`src/rtl/serial_frame_rx.sv`:
```
// serial_frame_rx: receive end of the inter-board serial column link.
// Synchronizes the forwarded clock and data lines into clk, deframes a
// start bit + WIDTH data bits (LSB first) + even parity bit, and presents
// good words on a hold register with a one-cycle valid strobe.
module serial_frame_rx #(
    parameter int WIDTH   = 7,
    parameter int TIMEOUT = 1024,
    parameter int HOLDOFF = 16
) (
    input  logic             clk,
    input  logic             reset,
    input  logic             clk_in,
    input  logic             bit_in,
    output logic [WIDTH-1:0] column,
    output logic             column_valid,
    output logic             parity_err,
    output logic             timeout_err,
    output logic             ready_out
);

    localparam int CNT_W = ($clog2(WIDTH + 2) > 0) ? $clog2(WIDTH + 2) : 1;
    localparam int TMO_W = ($clog2(TIMEOUT) > 0) ? $clog2(TIMEOUT) : 1;
    localparam int HLD_W = ($clog2(HOLDOFF) > 0) ? $clog2(HOLDOFF) : 1;

    typedef enum logic [1:0] {
        IDLE,
        SHIFT,
        HOLD
    } state_t;

    logic             clk_s1_q, clk_s2_q, clk_s3_q;
    logic             bit_s1_q, bit_s2_q;
    logic             rise;

    state_t           state_q, state_d;
    logic [CNT_W-1:0] cnt_q, cnt_d;
    logic [TMO_W-1:0] tmo_q, tmo_d;
    logic [HLD_W-1:0] hld_q, hld_d;
    logic [WIDTH-1:0] sh_q, sh_d;
    logic [WIDTH-1:0] column_q, column_d;
    logic             valid_q, valid_d;
    logic             perr_q, perr_d;
    logic             terr_q, terr_d;
    logic             ready_q, ready_d;

    assign rise = clk_s2_q & ~clk_s3_q;

    // Next-state and registered-output logic for the deframing FSM.
    always_comb begin
        state_d  = state_q;
        cnt_d    = cnt_q;
        tmo_d    = tmo_q;
        hld_d    = hld_q;
        sh_d     = sh_q;
        column_d = column_q;
        valid_d  = 1'b0;
        perr_d   = 1'b0;
        terr_d   = 1'b0;
        case (state_q)
            IDLE: begin
                if (rise && bit_s2_q) begin
                    state_d = SHIFT;
                    cnt_d   = '0;
                    tmo_d   = '0;
                    sh_d    = '0;
                end
            end
            SHIFT: begin
                if (rise) begin
                    tmo_d = '0;
                    if (cnt_q == CNT_W'(WIDTH)) begin
                        // Counter == WIDTH means this rise carries the parity bit.
                        if (^{sh_q, bit_s2_q}) begin
                            perr_d = 1'b1;
                        end else begin
                            column_d = sh_q;
                            valid_d  = 1'b1;
                        end
                        state_d = HOLD;
                        hld_d   = '0;
                    end else begin
                        for (int unsigned i = 0; i < WIDTH; i++) begin
                            if (cnt_q == CNT_W'(i)) sh_d[i] = bit_s2_q;
                        end
                        cnt_d = cnt_q + 1'b1;
                    end
                end else if (tmo_q == TMO_W'(TIMEOUT - 1)) begin
                    terr_d  = 1'b1;
                    state_d = HOLD;
                    hld_d   = '0;
                end else begin
                    tmo_d = tmo_q + 1'b1;
                end
            end
            HOLD: begin
                if (hld_q == HLD_W'(HOLDOFF - 1)) begin
                    state_d = IDLE;
                end else begin
                    hld_d = hld_q + 1'b1;
                end
            end
            default: state_d = IDLE;
        endcase
        ready_d = (state_d != HOLD);
    end

    // Synchronizers, edge-detect delay, FSM state and registered outputs.
    always_ff @(posedge clk) begin
        if (reset) begin
            clk_s1_q <= 1'b0;
            clk_s2_q <= 1'b0;
            clk_s3_q <= 1'b0;
            bit_s1_q <= 1'b0;
            bit_s2_q <= 1'b0;
            state_q  <= IDLE;
            cnt_q    <= '0;
            tmo_q    <= '0;
            hld_q    <= '0;
            sh_q     <= '0;
            column_q <= '0;
            valid_q  <= 1'b0;
            perr_q   <= 1'b0;
            terr_q   <= 1'b0;
            ready_q  <= 1'b0;
        end else begin
            clk_s1_q <= clk_in;
            clk_s2_q <= clk_s1_q;
            clk_s3_q <= clk_s2_q;
            bit_s1_q <= bit_in;
            bit_s2_q <= bit_s1_q;
            state_q  <= state_d;
            cnt_q    <= cnt_d;
            tmo_q    <= tmo_d;
            hld_q    <= hld_d;
            sh_q     <= sh_d;
            column_q <= column_d;
            valid_q  <= valid_d;
            perr_q   <= perr_d;
            terr_q   <= terr_d;
            ready_q  <= ready_d;
        end
    end

    assign column       = column_q;
    assign column_valid = valid_q;
    assign parity_err   = perr_q;
    assign timeout_err  = terr_q;
    assign ready_out    = ready_q;

endmodule
```
`config.mk`:
```
export PLATFORM = sky130hd
export DESIGN_NAME = serial_frame_rx
export DESIGN_NICKNAME = d
export VERILOG_FILES = /design/src/rtl/serial_frame_rx.sv
export SDC_FILE = /design/constraint.sdc
export NUM_CORES = 1
export LEC_CHECK = 0
export CAP_MARGIN = 20
export CORE_AREA = 2 2 79 59
export CTS_BUF_LIST = sky130_fd_sc_hd__clkbuf_8
export DETAILED_ROUTE_END_ITERATION = 8
export DIE_AREA = 0 0 81 61
export PLACE_DENSITY = 0.71
export SYNTH_ARGS = -nofsm -noshare
export SYNTH_HDL_FRONTEND = slang
export SYNTH_SLANG_ARGS = --single-unit
```
`constraint.sdc`:
```
create_clock -name clk -period 2.75 [get_ports clk]
set_input_delay 0.6875 -clock clk [delete_from_list [all_inputs] [get_ports clk]]
set_output_delay 0.6875 -clock clk [all_outputs]
set_load 0.02 [all_outputs]
```
Word-level counts from Yosys, hierarchy flattened
Cells that the tools add are included.

$add $sub $neg: 3. Equal/unequal tests: 26. Mux-type cells: 33. Bitwise gates (word level): 6. Reductions and logical operators: 19.

Operator list (number): $reduce_and 5->1 (7); $mux 10 (3); $mux 4 (7); $ne 2x2->1 const B (12); $mux 7 (3); $pmux 10 s2 (1); $eq 4x3->1 const B (4); $pmux 4 s2 (2); $pmux 7 s2 (1); $reduce_and 4->1 (3); $add 10x1->10 const B (1); $eq 10x10->1 const B (1); $mux 1 (10); $mux 2 (5); $ne 3x3->1 const B (3); $add 4x1->4 const B (2); $eq 4x2->1 const B (2); $reduce_xor 8->1 (1); $pmux 2 s3 (1); $not 1->1 (5); $eq 4x1->1 const B (1); $eq 4x4->1 const B (1); $logic_not 4->1 (1); $reduce_bool 2->1 (2); other kinds (8) (8).

Register bits: 43. Input port bits: 4. Output and inout port bits: 11. Logic and storage cells: 108.

Depth between registers and ports, before layout
Gate-level depths: netlist of the first run.

Depth after elaboration: 6. Gate-level depth with buffers: 7. Mapped depth without buffers: 6.

Worst setup path before layout of the first run
No wires, ideal clock.

Path kind: flip-flop to flip-flop. Start point: register cnt_q[0]. End point: register sh_q[6]. Library setup time: 0.128 ns. Data arrival time: 1.652 ns. Required time: 2.622 ns. Slack: 0.970 ns. Cell stages (with the launch flop): 8. Buffers on the path: 1. Clock period less this slack: 1.780 ns. Path through: dfxtp_1 > ha_1 > and4b_4 > or4_4 > buf_6 > nor2_4 > mux2i_1 > nor2_1.

Longest elaborated chain between the ends: 3. Elaborated cells between the ends (all ways): 5. Classes of those cells: eq/ne (4); reduce/logical (1).

RTL lines: start: declaration (RTL line 36) `logic [CNT_W-1:0] cnt_q, cnt_d;`; start signal: assignment (RTL line 132) `cnt_q <= cnt_d;`; $eq 4x3->1, on equally long branches (RTL line 83, 71); $ne 2x2->1 (no line); $reduce_and 5->1 (no line) (*); end signal: assignment (RTL line 119) `sh_q <= '0;`; end signal: assignment (RTL line 135) `sh_q <= sh_d;`; end: declaration (RTL line 39) `logic [WIDTH-1:0] sh_q, sh_d;`.

Every way passes the cells marked *; elsewhere a longest branch is shown, timed or not. A chain may end at the register's enable or synchronous reset.

Worst setup path after layout of the first run
Start point: register column_q[1] (netlist: column[1]). End point: output port column[1].

RTL lines: start: declaration (RTL line 40) `logic [WIDTH-1:0] column_q, column_d;`; start signal: assignment (RTL line 136) `column_q <= column_d;`; end: declaration (RTL line 14) `output logic [WIDTH-1:0] column,`.

No word-level cell between the ends.

==> run summary, run 1 <==
wire per inst: 12.8 um
Clk pin slew, worst setup/hold paths: 0.08 ns
WP data required: 2.06 ns
cell depth of the worst setup path: 1
clock power share: 0.429
GRT met2 Usage: 0.247
worst-margin pin slew: 0.577 ns
Hold Path Cell Cnt: 1
die width: 81 um
Synth cell types: 41
min Tclk post-route: 1.92 ns
EDFF count, synth: 0
largest net degree at the start of global routing: 22
Vias/cell: 5.30
Initial DRC Count: 102
Hold Path Class: reg -> reg
Boundary Pins: 15
met1 Use GR: 0.244
number of fillers in the final layout: 415
clock tree buffer depth: 2
post-synth top area share: 0.426
number of CTS-inserted buffers: 5
CTS tree: built
Internal Pwr Total: 938 uW
RSZ-0062 raised after global routing: no
LEAKAGE: 0.000775 uW
switching part of the total power: 0.205
height of the die: 61 um
area leader, netlist: dfxtp_1
Yosys reg bits: 43
worst-path cell chain: clkdlybuf4s50_1
Max Cap Viol: 0
met3 Usage GRT: 0.0461
largest cells by area after synthesis: dfxtp_1, xnor2_1, nand2_1
Avg Cell Area, Syn: 9.02 sq um
headroom to the max-slew limit: 0.612
Worst Reg-to-Reg Cells: 6
hold slack: 0.438 ns
startpoint types: register
ys flop type: dfxtp_1
cts repair resizes: 0
hold buffers post-CTS: 0
CTS sink cnt: 43
gpl congestion: 0.857
number of global-route vias before repair: 1395
Cell Area, Synth: 2020 sq um
post-route clock skew: 0.00351 ns
Setup TNS: 0 ns
Setup violations, final: 0
Vias: 1558
CP bufs+invs: 1
Global Route Usage Sum: 0.173
Skew-Pair Late Insertion Delay: 0.30 ns
n_diodes: 0
achievable frequency: 0.520 GHz
crit path max fanout: 2
Port-buffer cells: 14
overall power: 1180 uW
final hold vios: 0
Nets: 248
total wire length: 3770 um
syn nets: 234
status: finished, final reports clean
synth warn: 0
share of cells above drive strength 1: 0.0962
Seq pwr share: 0.537
Max VDD drop: 0.000333 V
CP endpoint kind: output pin
Crit-path slowest cell: clkdlybuf4s50_1
Seq/Total Area, Yosys: 0.426
CP top delay family: buffers and inverters
# DRC: 0
WS Path Type: reg -> out
post-route ant nets: 0
Critical Path Max Stage Delay: 0.60 ns
fin worst setup slack: 0.828 ns
post-synthesis instance total: 224
initial antenna violation count: 0
Row Count: 20
Arr. time, crit path: 1.23 ns
FFs w/ async S/R, synth: 0
Tcrit/Tclk final: 0.699
dpl hpwl: 2690 um
gr busiest metal: met2
Core ar.: 4150 sq um
Layout area overhead: 13.9%
Detailed Routing Iterations Pass 1: 4
max-slew violations: 0
PwrDens: 513 nW/um^2
Comb pwr share: 0.033
first-pass GRT wire length: 6430 um
clock root buffer: clkbuf_8
grt ovf: 0
die area: 4940 sq um
switching power: 242 uW
Initial Util: 0.486
most frequent cells in the layout: dfxtp_1, nand2_1, nor2_1, a21oi_1, clkdlybuf4s50_1
Place WS: 0.790 ns
Post-CTS Setup Inserts: 0
commonest non-fill, non-tap cell in the layout: dfxtp_1
H-tree levels: 2
-- power by group through the flow --
stage	Sequential, uW	Combinational (uW)	Clock (uW)
after floorplan	648	25.9	0
after global routing	635	44.0	540
after global placement	648	38.0	0
after detailed placement	648	38.8	0
after CTS	633	38.9	520
final	634	39.5	507
-- worst paths after layout --
path,start,to,slack [ns]
max reg2reg,cnt_q[0],cnt_q[3],0.89
min reg2reg,bit_s1_q,bit_s2_q,0.44
max,column[1],column[1],0.83
min,bit_s1_q,bit_s2_q,0.44
-- metal layers --
metal / vias up / wire length (um)
li1: 799 / -
met1: 714 / 2040
met2: 40 / 1470
met3: 5 / 193
met4: 0 / 64
met5: - / 0
-- cell type report --
cell class / count / area (sq um) / area share
clock buffers: 6 / 82.6 / 0.0359
repair buffers: 16 / 153 / 0.0663
clock inverters: 2 / 35.0 / 0.0152
multi-input cells: 167 / 1080 / 0.470
flip-flops and latches: 43 / 861 / 0.374
inverters: 5 / 18.8 / 0.00816
well taps: 55 / 68.8 / 0.0299
-- metrics by stage --
stage,area (sq um),util,std cells
finish,2300,0.554,294
detailed placement,2180,0.524,285
floorplan,2020,-,224
global route,2300,0.554,294
CTS,2300,0.553,293
global placement,2180,0.524,285
-- registers in the layout (all words and copies together), names as in the netlist --
name,cells
clk_s2_q,1
state_q,2
hld_q,4
column,7
bit_s1_q,1
sh_q,7
ready_out,1
tmo_q,10
parity_err,1
bit_s2_q,1
timeout_err,1
clk_s1_q,1
column_valid,1
cnt_q,4
clk_s3_q,1
-- Yosys cell counts, types with 6 or more instances --
| cell type | n |
|---|---|
| dfxtp_1 | 43 |
| nand2_1 | 27 |
| nor2_1 | 20 |
| a21oi_1 | 19 |
| xnor2_1 | 13 |
| mux2i_1 | 8 |
| nand3_1 | 7 |
| xor2_1 | 7 |
| ha_1 | 6 |
| nor2b_1 | 6 |
| o21ai_0 | 6 |
-- kinds of logic (layout without fill, tap and decap cells) --
kind of cell / Yosys count / after routing / synth area share
AND/OR/NAND/NOR: 98 / 98 / 0.270
flip-flops: 43 / 43 / 0.426
AO/OA/AOI/OAI: 34 / 34 / 0.0973
XOR/XNOR: 20 / 20 / 0.0867
buffers and inverters: 14 / 29 / 0.0378
multiplexers: 9 / 9 / 0.0452
adder cells (fa/ha/maj): 6 / 6 / 0.0372
(Power assumes the default switching activity.)
==> inputs of run 2 (changes only) <==
==> constraint.sdc (replaced) <==
create_clock -name clk -period 1.9 [get_ports clk]
set_input_delay 0.475 -clock clk [delete_from_list [all_inputs] [get_ports clk]]
set_output_delay 0.475 -clock clk [all_outputs]
set_load 0.02 [all_outputs]
==> run 2 against run 1 <==
Via count shrank 1.9%. Worst setup slack lost 0.68 ns. Sequential power grew 45%. Final cell count grew 2.0%. Die area is the same. Utilization grew 0.27 points. Power grew 29%. Design area grew 0.49%. Hold slack lost 0.0025 ns. Critical path depth grew 5. Critical path type is now reg -> reg. Critical endpoint is now sh_q[6]. Largest cell class unchanged. Largest power group unchanged. Highest routed layer unchanged.
==> run summary, run 2 (same netlist as run 1, synthesis figures left out) <==
Vias: 1529
status: finished, final reports clean
Internal Pwr Total: 1180 uW
Arr. time, crit path: 1.93 ns
CTS tree: built
final hold vios: 0
cts repair resizes: 0
Nets: 254
largest register by flop count: tmo_q
# DRC: 0
most frequent cells in the layout: dfxtp_1, nand2_1, nor2_1, a21oi_1, clkdlybuf4s50_1
max reg flops: 10
startpoint types: register
Setup TNS: 0 ns
hold buffers post-CTS: 0
Vias/cell: 5.10
grt ovf: 0
Tcrit/Tclk final: 0.920
Max VDD drop: 0.000540 V
Boundary Pins: 15
Layout area overhead: 14.5%
largest net degree at the start of global routing: 22
Place WS: 0.156 ns
fin worst setup slack: 0.153 ns
Seq pwr share: 0.602
R2R Path Start: cnt_q[0]
switching power: 339 uW
total wire length: 3610 um
die width: 81 um
PwrDens: 658 nW/um^2
Row Count: 20
number of global-route vias before repair: 1337
clock tree buffer depth: 2
CTS sink cnt: 43
Clk pin slew, worst setup/hold paths: 0.08 ns
clock root buffer: clkbuf_8
crit path max fanout: 8
CP bufs+invs: 0
Max Cap Viol: 0
Core ar.: 4150 sq um
Initial Util: 0.486
Global Route Usage Sum: 0.174
die area: 4940 sq um
final std cell area, no fill: 2310 sq um
wire per inst: 12.0 um
CP endpoint kind: register
WS Path Type: reg -> reg
height of the die: 61 um
Skew-Pair Late Insertion Delay: 0.30 ns
post-route ant nets: 0
number of CTS-inserted buffers: 5
Comb pwr share: 0.039
Port-buffer cells: 14
CP top delay family: simple AND/OR/NAND/NOR gates
hold path startpoint: clk_s1_q
Post-CTS Setup Inserts: 0
max-slew violations: 0
initial antenna violation count: 0
Hold Path Class: reg -> reg
worst-margin pin slew: 0.462 ns
commonest non-fill, non-tap cell in the layout: dfxtp_1
DP Area: 2230 sq um
WP data required: 2.09 ns
n_diodes: 0
Crit-path slowest cell: or4_4
post-route clock skew: 0.00559 ns
dpl hpwl: 2650 um
share of cells above drive strength 1: 0.110
number of fillers in the final layout: 427
headroom to the max-slew limit: 0.689
Critical Path Max Stage Delay: 0.48 ns
CP startpoint: cnt_q[0]
LEAKAGE: 0.000797 uW
worst-path cell chain: ha_1 -> and4b_4 -> or4_4 -> nor2_4 -> mux2i_1 -> nor2_1
min Tclk post-route: 1.75 ns
Detailed Routing Iterations Pass 1: 4
Setup violations, final: 0
gpl congestion: 0.858
achievable frequency: 0.572 GHz
RSZ-0062 raised after global routing: no
first-pass GRT wire length: 6380 um
switching part of the total power: 0.223
Initial DRC Count: 70
clock power share: 0.358
H-tree levels: 2
run 2: layer usage:
metal | global-route usage | routed length, um | part of all wire
met1 | 0.263 | 2080 | 0.58
met2 | 0.222 | 1320 | 0.37
met3 | 0.0536 | 142 | 0.039
met4 | 0.0799 | 61 | 0.017
met5 | 0 | 0 | 0
run 2: worst paths after layout:
kind,cells past startpoint,slack [ns],endpoint
max,6,0.15,sh_q[6]
min,1,0.44,clk_s2_q
max reg2reg,6,0.15,sh_q[6]
min reg2reg,1,0.44,clk_s2_q
run 2: layout make-up:
type	instances	area [sq um]	share of cell area
clock buffer	5	68.8	0.0298
clock inverter	3	12.5	0.00541
timing repair buffer	22	200	0.0866
multi-input combinational	167	1080	0.468
inverter	5	18.8	0.00812
tap	55	68.8	0.0298
sequential	43	861	0.372
run 2: worst reg2reg max path: cells and delay by family, from the launching register on:
kind / cells / cell delay, ns
simple gates: 4 / 0.88
fa+ha+maj: 1 / 0.23
mux: 1 / 0.18
flops: 1 / 0.36
run 2: per-stage QoR:
stage / util / hold slack (ns) / total power (uW) / std cells
global route: 0.557 / 0.458 / 1590 / 300
floorplan: - / 0.414 / 975 / 224
finish: 0.557 / 0.436 / 1520 / 300
CTS: 0.557 / 0.440 / 1540 / 300
detailed placement: 0.537 / 0.427 / 998 / 292
global placement: 0.537 / 0.419 / 998 / 292
run 2: power by group through the flow:
stage	sequential, uW	combinational (uW)	clock [uW]
after global routing	918	67.1	607
after global placement	937	60.6	0
after floorplan	937	37.4	0
after CTS	916	60.8	562
final	917	59.6	545
after detailed placement	938	60.6	0
